<file path="config.mk">
export PLATFORM = sky130hd
export DESIGN_NAME = vram_arbiter_flat
export DESIGN_NICKNAME = d
export VERILOG_FILES = /design/src/rtl/vram_pkg.sv /design/src/rtl/vram_arbiter_if.sv /design/src/rtl/vram_arbiter.sv /design/src/flat_wrapper.sv
export SDC_FILE = /design/constraint.sdc
export NUM_CORES = 1
export LEC_CHECK = 0
export ABC_AREA = 1
export ABC_CLOCK_PERIOD_IN_PS = 2000
export CAP_MARGIN = 5
export CORE_ASPECT_RATIO = 0.6
export CORE_MARGIN = 2
export CORE_UTILIZATION = 40
export CTS_BUF_LIST = sky130_fd_sc_hd__clkbuf_2
export DETAILED_ROUTE_END_ITERATION = 12
export PLACE_DENSITY_LB_ADDON = 0.12
export SKIP_CTS_REPAIR_TIMING = 1
export SYNTH_ARGS = -nofsm -noshare
export SYNTH_HDL_FRONTEND = slang
export SYNTH_SLANG_ARGS = --single-unit
export TNS_END_PERCENT = 20
</file>
<file path="constraint.sdc">
create_clock -name clock_25 -period 2 [get_ports clock_25]
set_clock_uncertainty 0.05 [all_clocks]
set_input_delay 0.2 -clock clock_25 [delete_from_list [all_inputs] [get_ports clock_25]]
set_output_delay 0.2 -clock clock_25 [all_outputs]
set_load 0.005 [all_outputs]
</file>
<file path="src/rtl/vram_pkg.sv">
// Shared definitions for the VRAM arbiter: default geometry, starvation
// limit and the arbiter FSM state encoding.
package vram_pkg;

   localparam int ADDR_W_DEF     = 16;
   localparam int DATA_W_DEF     = 8;
   localparam int STARVE_MAX_DEF = 8;

   typedef enum logic [2:0] {
      IDLE     = 3'd0,
      VID_ADDR = 3'd1,
      VID_DATA = 3'd2,
      CPU_ADDR = 3'd3,
      CPU_DATA = 3'd4
   } state_t;

endpackage

</file>
<file path="src/rtl/vram_arbiter_if.sv">
// Bus bundle between the video fetcher, the CPU, the arbiter and the
// single-port synchronous VRAM. The slave modport is the arbiter's view;
// the master modport is the view of everything around it.
interface vram_arbiter_if
   import vram_pkg::*;
#(
   parameter int ADDR_W = ADDR_W_DEF,
   parameter int DATA_W = DATA_W_DEF
);

   logic              vid_req;
   logic [ADDR_W-1:0] vid_addr;
   logic              vid_ack;
   logic [DATA_W-1:0] vid_data;

   logic              cpu_req;
   logic              cpu_we;
   logic [ADDR_W-1:0] cpu_addr;
   logic [DATA_W-1:0] cpu_wdata;
   logic              cpu_ack;
   logic [DATA_W-1:0] cpu_rdata;

   logic [ADDR_W-1:0] mem_addr;
   logic              mem_we;
   logic [DATA_W-1:0] mem_wdata;
   logic [DATA_W-1:0] mem_rdata;

   modport slave (
      input  vid_req, vid_addr, cpu_req, cpu_we, cpu_addr, cpu_wdata, mem_rdata,
      output vid_ack, vid_data, cpu_ack, cpu_rdata, mem_addr, mem_we, mem_wdata
   );

   modport master (
      output vid_req, vid_addr, cpu_req, cpu_we, cpu_addr, cpu_wdata, mem_rdata,
      input  vid_ack, vid_data, cpu_ack, cpu_rdata, mem_addr, mem_we, mem_wdata
   );

endinterface

</file>
<file path="src/rtl/vram_arbiter.sv">
// Two-requester arbiter for a single-port synchronous VRAM. Video scanout
// normally wins; after STARVE_MAX consecutive video grants with the CPU
// waiting, the CPU is granted once. Each access takes three cycles:
// grant (IDLE), address phase, data phase with a one-cycle ack.
module vram_arbiter
   import vram_pkg::*;
#(
   parameter int ADDR_W     = ADDR_W_DEF,
   parameter int DATA_W     = DATA_W_DEF,
   parameter int STARVE_MAX = STARVE_MAX_DEF
) (
   input  logic           clock_25,
   input  logic           reset,
   vram_arbiter_if.slave  bus
);

   localparam int              CNT_W   = $clog2(STARVE_MAX + 1);
   localparam logic [CNT_W-1:0] CNT_MAX = CNT_W'(STARVE_MAX);
   localparam logic [CNT_W-1:0] CNT_ONE = CNT_W'(1);

   state_t             r_state;
   logic [CNT_W-1:0]   r_starve_cnt;
   logic [ADDR_W-1:0]  r_addr;
   logic               r_we;
   logic [DATA_W-1:0]  r_wdata;
   logic               r_vid_ack;
   logic               r_cpu_ack;

   logic               w_cpu_starved;
   logic               w_grant_vid;
   logic               w_grant_cpu;
   logic               w_vid_ack;
   logic               w_cpu_ack;

   assign w_cpu_starved = bus.cpu_req && (r_starve_cnt == CNT_MAX);
   assign w_grant_vid   = bus.vid_req && !w_cpu_starved;
   assign w_grant_cpu   = bus.cpu_req && !w_grant_vid;

   // Reset takes effect combinationally on the strobes so that an access
   // interrupted by reset never writes or acks in the reset cycle itself.
   assign w_vid_ack      = r_vid_ack && !reset;
   assign w_cpu_ack      = r_cpu_ack && !reset;
   assign bus.vid_ack    = w_vid_ack;
   assign bus.cpu_ack    = w_cpu_ack;
   assign bus.mem_we     = (r_state == CPU_ADDR) && r_we && !reset;
   assign bus.mem_addr   = r_addr;
   assign bus.mem_wdata  = r_wdata;

   // The RAM output is already registered; it is routed straight through
   // during the ack cycle and forced to zero otherwise.
   assign bus.vid_data  = w_vid_ack ? bus.mem_rdata : {DATA_W{1'b0}};
   assign bus.cpu_rdata = w_cpu_ack ? bus.mem_rdata : {DATA_W{1'b0}};

   // Arbitration FSM, latched request, starvation counter and ack pulses.
   always_ff @(posedge clock_25) begin
      if (reset) begin
         r_state      <= IDLE;
         r_starve_cnt <= {CNT_W{1'b0}};
         r_addr       <= {ADDR_W{1'b0}};
         r_we         <= 1'b0;
         r_wdata      <= {DATA_W{1'b0}};
         r_vid_ack    <= 1'b0;
         r_cpu_ack    <= 1'b0;
      end else begin
         r_vid_ack <= 1'b0;
         r_cpu_ack <= 1'b0;
         case (r_state)
            IDLE: begin
               if (w_grant_vid) begin
                  r_addr  <= bus.vid_addr;
                  r_state <= VID_ADDR;
                  if (bus.cpu_req) begin
                     r_starve_cnt <= (r_starve_cnt == CNT_MAX) ? CNT_MAX
                                                               : r_starve_cnt + CNT_ONE;
                  end else begin
                     r_starve_cnt <= {CNT_W{1'b0}};
                  end
               end else if (w_grant_cpu) begin
                  r_addr       <= bus.cpu_addr;
                  r_we         <= bus.cpu_we;
                  r_wdata      <= bus.cpu_wdata;
                  r_starve_cnt <= {CNT_W{1'b0}};
                  r_state      <= CPU_ADDR;
               end else begin
                  // No grant here implies cpu_req is low.
                  r_starve_cnt <= {CNT_W{1'b0}};
                  r_state      <= IDLE;
               end
            end
            VID_ADDR: begin
               r_vid_ack <= 1'b1;
               r_state   <= VID_DATA;
            end
            VID_DATA: begin
               r_state <= IDLE;
            end
            CPU_ADDR: begin
               r_cpu_ack <= 1'b1;
               r_state   <= CPU_DATA;
            end
            CPU_DATA: begin
               r_state <= IDLE;
            end
            default: begin
               r_state <= IDLE;
            end
         endcase
      end
   end

endmodule

</file>
<file path="src/flat_wrapper.sv">
// flat-port wrapper written by rule: the top's interface ports become plain ports
module vram_arbiter_flat import vram_pkg::*;
#(
   parameter int ADDR_W     = ADDR_W_DEF,
   parameter int DATA_W     = DATA_W_DEF,
   parameter int STARVE_MAX = STARVE_MAX_DEF
)
  (clock_25, reset, bus_vid_req, bus_vid_addr, bus_cpu_req, bus_cpu_we, bus_cpu_addr, bus_cpu_wdata, bus_mem_rdata, bus_vid_ack, bus_vid_data, bus_cpu_ack, bus_cpu_rdata, bus_mem_addr, bus_mem_we, bus_mem_wdata);
  vram_arbiter_if #(.ADDR_W(ADDR_W), .DATA_W(DATA_W)) bus_i ();
  input  logic clock_25;
  input  logic reset;
  input wire logic [$bits(bus_i.vid_req)-1:0] bus_vid_req;
  input wire logic [$bits(bus_i.vid_addr)-1:0] bus_vid_addr;
  input wire logic [$bits(bus_i.cpu_req)-1:0] bus_cpu_req;
  input wire logic [$bits(bus_i.cpu_we)-1:0] bus_cpu_we;
  input wire logic [$bits(bus_i.cpu_addr)-1:0] bus_cpu_addr;
  input wire logic [$bits(bus_i.cpu_wdata)-1:0] bus_cpu_wdata;
  input wire logic [$bits(bus_i.mem_rdata)-1:0] bus_mem_rdata;
  output wire logic [$bits(bus_i.vid_ack)-1:0] bus_vid_ack;
  output wire logic [$bits(bus_i.vid_data)-1:0] bus_vid_data;
  output wire logic [$bits(bus_i.cpu_ack)-1:0] bus_cpu_ack;
  output wire logic [$bits(bus_i.cpu_rdata)-1:0] bus_cpu_rdata;
  output wire logic [$bits(bus_i.mem_addr)-1:0] bus_mem_addr;
  output wire logic [$bits(bus_i.mem_we)-1:0] bus_mem_we;
  output wire logic [$bits(bus_i.mem_wdata)-1:0] bus_mem_wdata;
  assign bus_i.vid_req = bus_vid_req;
  assign bus_i.vid_addr = bus_vid_addr;
  assign bus_i.cpu_req = bus_cpu_req;
  assign bus_i.cpu_we = bus_cpu_we;
  assign bus_i.cpu_addr = bus_cpu_addr;
  assign bus_i.cpu_wdata = bus_cpu_wdata;
  assign bus_i.mem_rdata = bus_mem_rdata;
  assign bus_vid_ack = bus_i.vid_ack;
  assign bus_vid_data = bus_i.vid_data;
  assign bus_cpu_ack = bus_i.cpu_ack;
  assign bus_cpu_rdata = bus_i.cpu_rdata;
  assign bus_mem_addr = bus_i.mem_addr;
  assign bus_mem_we = bus_i.mem_we;
  assign bus_mem_wdata = bus_i.mem_wdata;
  vram_arbiter #(.ADDR_W(ADDR_W), .DATA_W(DATA_W), .STARVE_MAX(STARVE_MAX)) u_core (.clock_25(clock_25), .reset(reset), .bus(bus_i));
endmodule
</file>
[After elaboration in Yosys (flattened, before gate mapping)]
Cells that the tools add are included.
Storage, ports and cells
  register bits: 34
  input port bits: 53
  output and inout port bits: 43
Cells by class
  add/sub/neg operators: 1
  equality and inequality tests: 3
  mux-type cells: 12
  bitwise gates (word level): 1
  reductions and logical operators: 14
Operator list (count)
  two-way mux 16 bit: 2
  two-way mux 8 bit: 2
  two-way mux 4 bit: 3
  one-hot mux 3 bit (3 select lines): 1
  logical AND 1 bit: 7
  adder 4 x 1 -> 4 bit (second input constant): 1
  == test 4 bit (second input constant): 1
  == test 3 x 1 -> 1 bit (second input constant): 1
  == test 3 x 2 -> 1 bit (second input constant): 1
  logical NOT 1 bit: 3
  logical NOT 3 bit: 1
  two-way mux 3 bit: 1
  AND reduction 3 bit: 1
  two-way mux 1 bit: 2
  two-way mux 2 bit: 1
  AND reduction 2 bit: 1
  nonzero test 2 bit: 1
  inverter 1 bit: 1

[Depth between registers and ports, before layout]
Gate-level depths: netlist (run 1).
  depth in word-level cells: 9
  depth in mapped cells: 8
  depth with buffers taken out: 7

[Least setup slack after synthesis (run 1)]
OpenSTA, ideal clock, no wires.
  path kind: reg2reg
  start point: register u_core.r_starve_cnt[0]
  end point: register u_core.r_addr[10], in the netlist u_core.bus.mem_addr[10]
  data arrival time: 1241 ps
  required time: 1833 ps
  setup slack: 592 ps
  stages on the path, launching flop included: 8
  path buffers: 1
  clock period less this slack: 1408 ps
  cells stage by stage: dfxtp_1 > inv_1 > ha_1 > nand4_2 > buf_1 > a21oi_1 > nor2_1 > nor2_1
Between the ends
  cells in the longest elaborated chain, start to end: 8
  elaborated cells on any way between the ends: 9
  classes of those cells: eq/ne: 1; mux: 1; reduce/logical: 7
RTL lines
  start: declaration: line vram_arbiter.sv:22  | logic [CNT_W-1:0] r_starve_cnt;
  start signal: assignment: line vram_arbiter.sv:58  | r_starve_cnt <= {CNT_W{1'b0}};
  start signal: assignment: line vram_arbiter.sv:73  | r_starve_cnt <= (r_starve_cnt == CNT_MAX) ? CNT_MAX
  start signal: assignment: line vram_arbiter.sv:76  | r_starve_cnt <= {CNT_W{1'b0}};
  == test 4 bit *: line vram_arbiter.sv:35  | assign w_cpu_starved = bus.cpu_req && (r_starve_cnt == CNT_MAX);
  logical AND 1 bit *: line vram_arbiter.sv:35
  logical NOT 1 bit *: line vram_arbiter.sv:36  | assign w_grant_vid = bus.vid_req && !w_cpu_starved;
  logical AND 1 bit *: line vram_arbiter.sv:36
  logical NOT 1 bit: line vram_arbiter.sv:37  | assign w_grant_cpu = bus.cpu_req && !w_grant_vid;
  logical AND 1 bit: line vram_arbiter.sv:37
  nonzero test 2 bit (no source line)
  AND reduction 2 bit (no source line)
  end signal: assignment: line vram_arbiter.sv:59  | r_addr <= {ADDR_W{1'b0}};
  end signal: assignment: line vram_arbiter.sv:70  | r_addr <= bus.vid_addr;
  end signal: assignment: line vram_arbiter.sv:79  | r_addr <= bus.cpu_addr;
  end: declaration: line vram_arbiter.sv:23  | logic [ADDR_W-1:0] r_addr;
Every way passes the cells marked *; elsewhere a longest branch is shown, timed or not.
A chain may end at the register's enable or synchronous reset.

[Worst setup path in the final report (run 1)]
  start point: register u_core.r_state[1]
  end point: output bus_mem_we
Between the ends
  cells in the longest elaborated chain, start to end: 3
RTL lines
  start: declaration: line vram_arbiter.sv:21  | state_t r_state;
  start signal: assignment: line vram_arbiter.sv:57  | r_state <= IDLE;
  start signal: assignment: line vram_arbiter.sv:71  | r_state <= VID_ADDR;
  start signal: assignment: line vram_arbiter.sv:83  | r_state <= CPU_ADDR;
  == test 3 x 2 -> 1 bit: line vram_arbiter.sv:45  | assign bus.mem_we = (r_state == CPU_ADDR) && r_we && !reset;
  logical AND 1 bit (2 in series): line vram_arbiter.sv:45
  end: declaration: line flat_wrapper.sv:24  | output wire logic [$bits(bus_i.mem_we)-1:0] bus_mem_we;
No other way between the ends.

==> results of run 1 <==
==> cell usage after synthesis <==
master    number  area share
a21oi_1       29       0.082
and2_1         1      0.0035
buf_1          1      0.0021
buf_2          7       0.020
buf_4          2      0.0084
clkbuf_1       5       0.011
dfxtp_1       34        0.38
ha_1           2       0.014
inv_1         34       0.072
nand2_1       36       0.076
nand2_2        1      0.0035
nand2_4        1      0.0063
nand3_1       18       0.051
nand3b_1      10       0.042
nand4_2        1      0.0070
nor2_1        64        0.14
nor2_4         3       0.019
nor3_1         4       0.011
o21ai_0       17       0.048
o21ai_1        2      0.0056
==> power by group through the flow <==
stage	sequential [mW]	clock [mW]	combinational, mW
2_1_floorplan	0.795	0	0.224
3_3_place_gp	0.791	0	0.496
3_5_place_dp	0.792	0	0.505
4_1_cts	0.778	0.313	0.507
5_1_grt	0.787	0.339	0.558
6_report	0.779	0.308	0.506
==> logic make-up after synthesis <==
logic type / after synthesis / share of synthesized area
simple gates: 139 / 0.355
fa+ha+maj: 2 / 0.0141
buf+inv: 49 / 0.113
compound gates: 48 / 0.135
flops: 34 / 0.383
==> how the worst max path moves through the flow <==
| stage | endpoint | slack [ns] |
|---|---|---|
| after global placement | bus_vid_data[7] | 0.15 |
| after CTS | bus_mem_we | -0.03 |
| after global routing | bus_mem_we | -0.05 |
| after floorplan | u_core.bus.mem_addr[10] | 0.59 |
| after detailed placement | bus_cpu_rdata[2] | 0.1 |
| final | bus_mem_we | 0.05 |
==> critical path, stage by stage (launching register included) <==
cell and delay, ns:
dfxtp_1 0.42, nand2_1 0.11, nor3_2 0.15, and2_1 0.15
clkdlybuf4s50_1 0.50
==> layout make-up <==
type	instances	share of cell area
timing repair buffer	102	0.357
clock inverter	3	0.00396
multi-input combinational	189	0.319
inverter	34	0.0449
clock buffer	5	0.00880
tap	60	0.0264
sequential	34	0.240
==> layer usage <==
layer  vias up  share of wire
li1       1045              -
met1       884           0.50
met2        71           0.42
met3         7          0.075
met4         0          0.010
met5         -              0
==> stage by stage <==
step | setup WS [ns] | std cells
floorplan | 0.592 | 272
global placement | 0.154 | 419
detailed placement | 0.0974 | 419
CTS | -0.0300 | 427
global route | -0.0484 | 427
finish | 0.0483 | 427
==> flip-flops by register name (all words and copies together) (netlist names) <==
signal,flops
u_core.r_starve_cnt,4
u_core.bus.mem_wdata,8
u_core.r_state,3
u_core.r_vid_ack,1
u_core.r_cpu_ack,1
u_core.r_we,1
u_core.bus.mem_addr,16
==> placed cells by master, fill, tap and decap left out <==
cell type / count
clkdlybuf4s50_1: 95
nor2_1: 64
inv_1: 34
nand2_1: 34
dfxtp_1: 33
a21oi_1: 29
nand3_1: 18
o21ai_0: 17
nand3b_1: 10
buf_4: 6
clkbuf_2: 5
nand2_2: 3
nor2_4: 3
nor3_1: 3
clkinv_1: 3
o21ai_1: 2
ha_1: 2
nor3_2: 1
and2_1: 1
nand4_2: 1
nand2_4: 1
buf_12: 1
dfxtp_2: 1
==> metrics, run 1 <==
outcome finished, final reports clean; CP required 1.75 ns; PD cells 560 mW/mm^2; total iterations of the first detailed-routing run 4; combinational share of power 0.318; die area 0.00501 mm^2; Site Rows 18; Final ANT Viol Nets 0; Worst R2R Setup Slack between 0.4 and 0.5 ns; Storage cell area 682 um^2; Port-buffer cells 95; IO Count 96; Leak ~1.2 nW; clk buf depth 2; synthesis-stage register bit count 34; first-pass GRT wire length approximately 8.0 mm; HP Class input port to flip-flop; critical path data arrival time about 1.7 ns; clk_lat worst skew 0.38 ns; register area share after synthesis 0.383; Hold Path Depth 2; Final nets approximately 420; vias in the first global route 1,709; final setup vio count 0; actual slew at the worst max-slew pin 0.427 ns; largest net degree at the start of global routing 33; total congestion overflow 0; met3 Usage GRT 0.0650; Core Region between 0.004 and 0.005 mm^2; syn_area_per_cell 6.53 um^2; TritonCTS clock tree built; Sink Count 34; Int Power 1.11 mW; Vias 2,007; share of layout cells above drive strength 1 0.0599; initial antenna violation count 0; # DRC 0; Distinct cells, synth 20; Initial Util 0.424; Worst Reg-to-Reg Cells 7; RSZ-0062 raised after global routing yes; Total Wirelength 5.03 mm; launching point of the worst reg2reg path u_core.r_starve_cnt[0]; Syn Nets around 330; reg-to-reg endpoint u_core.bus.mem_addr[15]; Layout Utilization 0.679; Max rail drop VDD approximately 370 uV; slew margin rel. 0.714; Sw Ratio 0.305; critical path startpoint u_core.r_state[1]; width of the die about 90 um; f_max 512 MHz; Most Used Layer, Global Route met2; final hold slack 0.391 ns; Mapped Cells 272; Setup CP Type flip-flop to output port; drt first-iter violations 84; met2 usage 0.299; Final Hold Fails 0; Clock Root Buffer clkbuf_2; synthesized area 0.00178 mm^2; clock buffer count from CTS 5; startpoint types flip-flop; Cell Area, Placed 0.00280 mm^2; crit path time final 1.95 ns; maxcap violations 0; Hold Crit Endpoint u_core.r_cpu_ack; post-DR vias/cell approximately 4.7; hold path startpoint reset; fill count ~380; max-slew violations 0; setup_tns 0 ns; crit-path max FO 3; met1 GRT Util 0.264; Routed WL per cell roughly 12 um; routability cong. 0.831; Final period util 0.976; Clock Power Share 0.193; synth warn 0; CTS H-tree lvls 2; area of the multi-input gates about 910 um^2; overall power 1.59 mW; DP Wirelength ~3.8 mm; Flop pwr share 0.489; die height between 50 and 60 um; synth-to-layout area growth 60.0%; Crit. End Element output port; post-route design area 0.00284 mm^2; Total GRT Usage 0.195; # diodes 0; P_sw between 400 and 500 uW; Reg clk slew, reported paths between 0.15 and 0.2 ns
(Power assumes the default switching activity.)
==> run 2, diff against run 1 <==
Settings changed: ABC_CLOCK_PERIOD_IN_PS 2000 to 1800.
Clock period 2 ns to 1.8 ns, I/O delays scaled along.
==> metrics, run 2 (synthesized netlist as in run 1, its figures left out) <==
outcome finished, final reports clean; initial antenna violation count 0; startpoint types flip-flop; width of the die 90.0 um; actual slew at the worst max-slew pin 0.323 ns; Core Region 0.00419 mm^2; Total GRT Usage 0.189; crit path cell chain nand2_2 -> nor2_1 -> clkdlybuf4s50_1; CP required roughly 1.6 ns; Worst path slowest cell clkdlybuf4s50_1; share of layout cells above drive strength 1 0.0815; hold path startpoint reset; Routed WL per cell 11.0 um; critical path data arrival time 1.48 ns; Final ANT Viol Nets 0; Initial Util 0.424; Final Hold Fails 0; Final nets 423; launching point of the worst reg2reg path u_core.r_starve_cnt[0]; final hold slack 0.00694 ns; Sink Count 34; TritonCTS clock tree built; Leak 1.30 nW; clk_lat worst skew 0.38 ns; # diodes 0; # DRC 0; f_max 585 MHz; die area 0.00501 mm^2; HP Class input port to flip-flop; Vias 2,007; Site Rows 18; final setup vio count 0; die height 55.6 um; overall power around 1.8 mW; fill count 368; CP delay by family, top buffers and inverters; Port-buffer cells 95; Reg clk slew, reported paths 0.16 ns; Clock Root Buffer clkbuf_2; IO Count 96; post-DR vias/cell 4.69; clock buffer count from CTS 5; Setup CP Type flip-flop to output port; slew margin rel. 0.784; first-pass GRT wire length about 7.8 mm; total iterations of the first detailed-routing run 5; PD cells 619 mW/mm^2; crit path time final 1.71 ns; Place WS -0.0438 ns; Buf/Inv on CP 1; clk buf depth 2; total congestion overflow 0; setup_tns 0 ns; Crit path largest cell delay 0.52 ns; routability cong. 0.826; max-slew violations 0; vias in the first global route about 1,800; most frequent cells in the layout clkdlybuf4s50_1, nor2_1, nand2_1; largest net degree at the start of global routing 33; Total Wirelength 4.71 mm; commonest non-fill, non-tap cell in the layout clkdlybuf4s50_1; Largest register FFs 16; CTS H-tree lvls 2; synth-to-layout area growth 62.5%; crit-path max FO 9; DP Cell Count about 420; DP Wirelength about 3.5 mm; maxcap violations 0; critical path startpoint u_core.r_cpu_ack; drt first-iter violations 57; Final period util 0.950; Max rail drop VDD 393 uV; setup ws final 0.0908 ns; Crit. End Element output port; Finished Layout Cells 428
==> run 2: cell types whose count changed in the layout (fill, tap and decap cells not counted), moves of 2 or more <==
cell,change
clkinv_1,-3
clkdlybuf4s50_1,-2
dfxtp_1,-2
dlymetal6s2s_1,+2
clkbuf_2,+2
==> run 2: layout make-up <==
cell class	count	area (um^2)	area share
Clock buffer	7	35.0	0.0121
Multi-Input combinational cell	189	913	0.316
Inverter	34	128	0.0442
Tap cell	60	75.1	0.0260
Sequential cell	34	687	0.238
Timing Repair Buffer	104	1050	0.363
==> run 2: per-stage QoR <==
stage	instance area, um^2	util
2_1_floorplan	1780	-
3_3_place_gp	2810	0.670
3_5_place_dp	2810	0.670
4_1_cts	2840	0.679
5_1_grt	2890	0.689
6_report	2890	0.689
==> run 2: worst paths after layout <==
| path | endpoint | slack, ns | depth (start not counted) |
|---|---|---|---|
| max | bus_cpu_rdata[0] | 0.09 | 3 |
| min | u_core.r_cpu_ack | 0.007 | 2 |
| min reg2reg | u_core.r_cpu_ack | 0.43 | 1 |
| max reg2reg | u_core.bus.mem_addr[11] | 0.26 | 8 |
==> run 2: report_power, final <==
part	total [mW]	leakage (nW)	internal, mW	switching [mW]
combinational	0.576	0.986	0.334	0.242
clock	0.345	0.0291	0.101	0.244
sequential	0.864	0.282	0.827	0.0374
==> run 2: per-layer routing <==
metal  vias up  track usage  wire, um
met5         -            0         0
met4         0       0.0593        51
met3         6       0.0637       368
met2        74        0.290      2030
met1       875        0.254      2270
li1       1052            -         -
==> run 3, diff against run 2 <==
Settings changed: CELL_PAD_IN_SITES_DETAIL_PLACEMENT set to 1, CELL_PAD_IN_SITES_GLOBAL_PLACEMENT set to 1, CORE_UTILIZATION 40 to 26.
==> metrics, run 3 (synthesized netlist as in run 1, its figures left out) <==
actual slew at the worst max-slew pin 0.449 ns; IO Count 96; Worst Reg-to-Reg Cells 8; Worst Setup EP bus_vid_data[4]; Initial Util 0.267; Routed WL per cell between 10 and 15 um; Vias slightly above 2,000; Clock Root Buffer clkbuf_2; # DRC 0; Buf/Inv on CP 1; share of layout cells above drive strength 1 0.0658; Final ANT Viol Nets 0; Total GRT Usage 0.156; Crit path largest cell delay around 0.5 ns; width of the die 111 um; Layout Utilization 0.436; die height about 68 um; Port-buffer cells 95; Place WS -0.0237 ns; commonest non-fill, non-tap cell in the layout clkdlybuf4s50_1; Levels on crit path 3; crit path cell chain nand2_4 -> nor2_1 -> clkdlybuf4s50_1; hold path startpoint reset; overall power between 1.5 and 2 mW; Worst path slowest cell clkdlybuf4s50_1; HP Class input port to flip-flop; CP required approximately 1.6 ns; PD cells 613 mW/mm^2; clk_lat worst skew 0.39 ns; fill count 863; clock buffer count from CTS 5; crit-path max FO 9; total iterations of the first detailed-routing run 4; launching point of the worst reg2reg path u_core.r_starve_cnt[0]; Largest register FFs 16; combinational share of power 0.325; Reg clk slew, reported paths 0.15 ns; crit path time final 1.68 ns; critical path data arrival time 1.45 ns; outcome finished, final reports clean; Finished Layout Cells 452; clk buf depth 2; Sink Count 34; Final nets 421; CP delay by family, top buffers and inverters; synth-to-layout area growth 63.2%; Site Rows 23; die area approximately 0.0075 mm^2; Core Region about 0.0066 mm^2; final setup vio count 0; slew margin rel. 0.700; CTS H-tree lvls 2; maxcap violations 0; startpoint types flip-flop; Flop pwr share 0.487; TritonCTS clock tree built; first-pass GRT wire length 9.35 mm; Final period util 0.934; Worst R2R Setup Slack 0.25 ns; DP Wirelength 4.18 mm; Total Wirelength between 5 and 6 mm; initial antenna violation count 0; Crit. End Element output port; total congestion overflow 0; largest net degree at the start of global routing 35; max-slew violations 0; Final Hold Fails 0; DP Cell Count 444; setup ws final 0.118 ns; vias in the first global route 1,905; Setup CP Type flip-flop to output port; Clock Power Share 0.188; most frequent cells in the layout clkdlybuf4s50_1, nor2_1, nand2_1; reg-to-reg endpoint u_core.bus.mem_addr[1]; Leak 1.28 nW; drt first-iter violations 65; P_sw 550 uW; routability cong. between 0.8 and 0.9; Sw Ratio 0.310; critical path startpoint u_core.r_vid_ack; Max rail drop VDD 249 uV; f_max 595 MHz; Int Power around 1.2 mW; post-DR vias/cell 4.45; # diodes 0
run 3: cell count changes in the layout (fill, tap and decap cells not counted), sizes merged:
| cell | delta |
|---|---|
| clkinv | +1 |
| clkbuf | -2 |
| buf | -2 |
run 3: worst register-to-register path: cells and delay by family, from the launching register on:
family | cells | cell delay, ns
AND/OR/NAND/NOR | 5 | 0.48
buffers and inverters | 2 | 0.34
flip-flops | 1 | 0.41
adder cells (fa/ha/maj) | 1 | 0.24
run 3: worst min path at each step:
stage	to	slack (ns)	depth (start not counted)
after floorplan	u_core.r_starve_cnt[1]	0.20	1
after global placement	u_core.r_state[2]	0.39	1
after detailed placement	u_core.r_state[2]	0.39	1
after CTS	u_core.r_cpu_ack	0.34	2
after global routing	u_core.r_cpu_ack	0.12	3
final	u_core.r_cpu_ack	0.14	3
run 3: per-stage QoR:
stage | TNS, ns | hold WS [ns] | area (um^2)
floorplan | 0 | 0.199 | 1780
global placement | 0 | 0.389 | 2830
detailed placement | -0.187 | 0.390 | 2830
CTS | -0.346 | 0.337 | 2860
global route | -0.00115 | 0.117 | 2900
finish | 0 | 0.138 | 2900
run 3: layer usage:
metal | up-vias | track usage | wire length, um
li1 | 1041 | - | -
met1 | 903 | 0.217 | 3160
met2 | 60 | 0.240 | 2320
met3 | 7 | 0.0407 | 270
met4 | 0 | 0.0422 | 59
met5 | - | 0 | 0
run 3: power groups by stage:
stage / Sequential, mW / Combinational (mW) / Clock [mW]
final: 0.867 / 0.578 / 0.334
after CTS: 0.867 / 0.578 / 0.357
after floorplan: 0.883 / 0.249 / 0
after detailed placement: 0.882 / 0.576 / 0
after global routing: 0.878 / 0.643 / 0.392
after global placement: 0.882 / 0.566 / 0
run 3: layout make-up:
type | instances | area, um^2 | share of cell area
Multi-Input combinational cell | 189 | 911 | 0.314
Tap cell | 87 | 109 | 0.0375
Timing Repair Buffer | 102 | 1040 | 0.358
Sequential cell | 34 | 686 | 0.237
Clock buffer | 5 | 25.0 | 0.00863
Clock inverter | 1 | 3.75 | 0.00129
Inverter | 34 | 128 | 0.0440
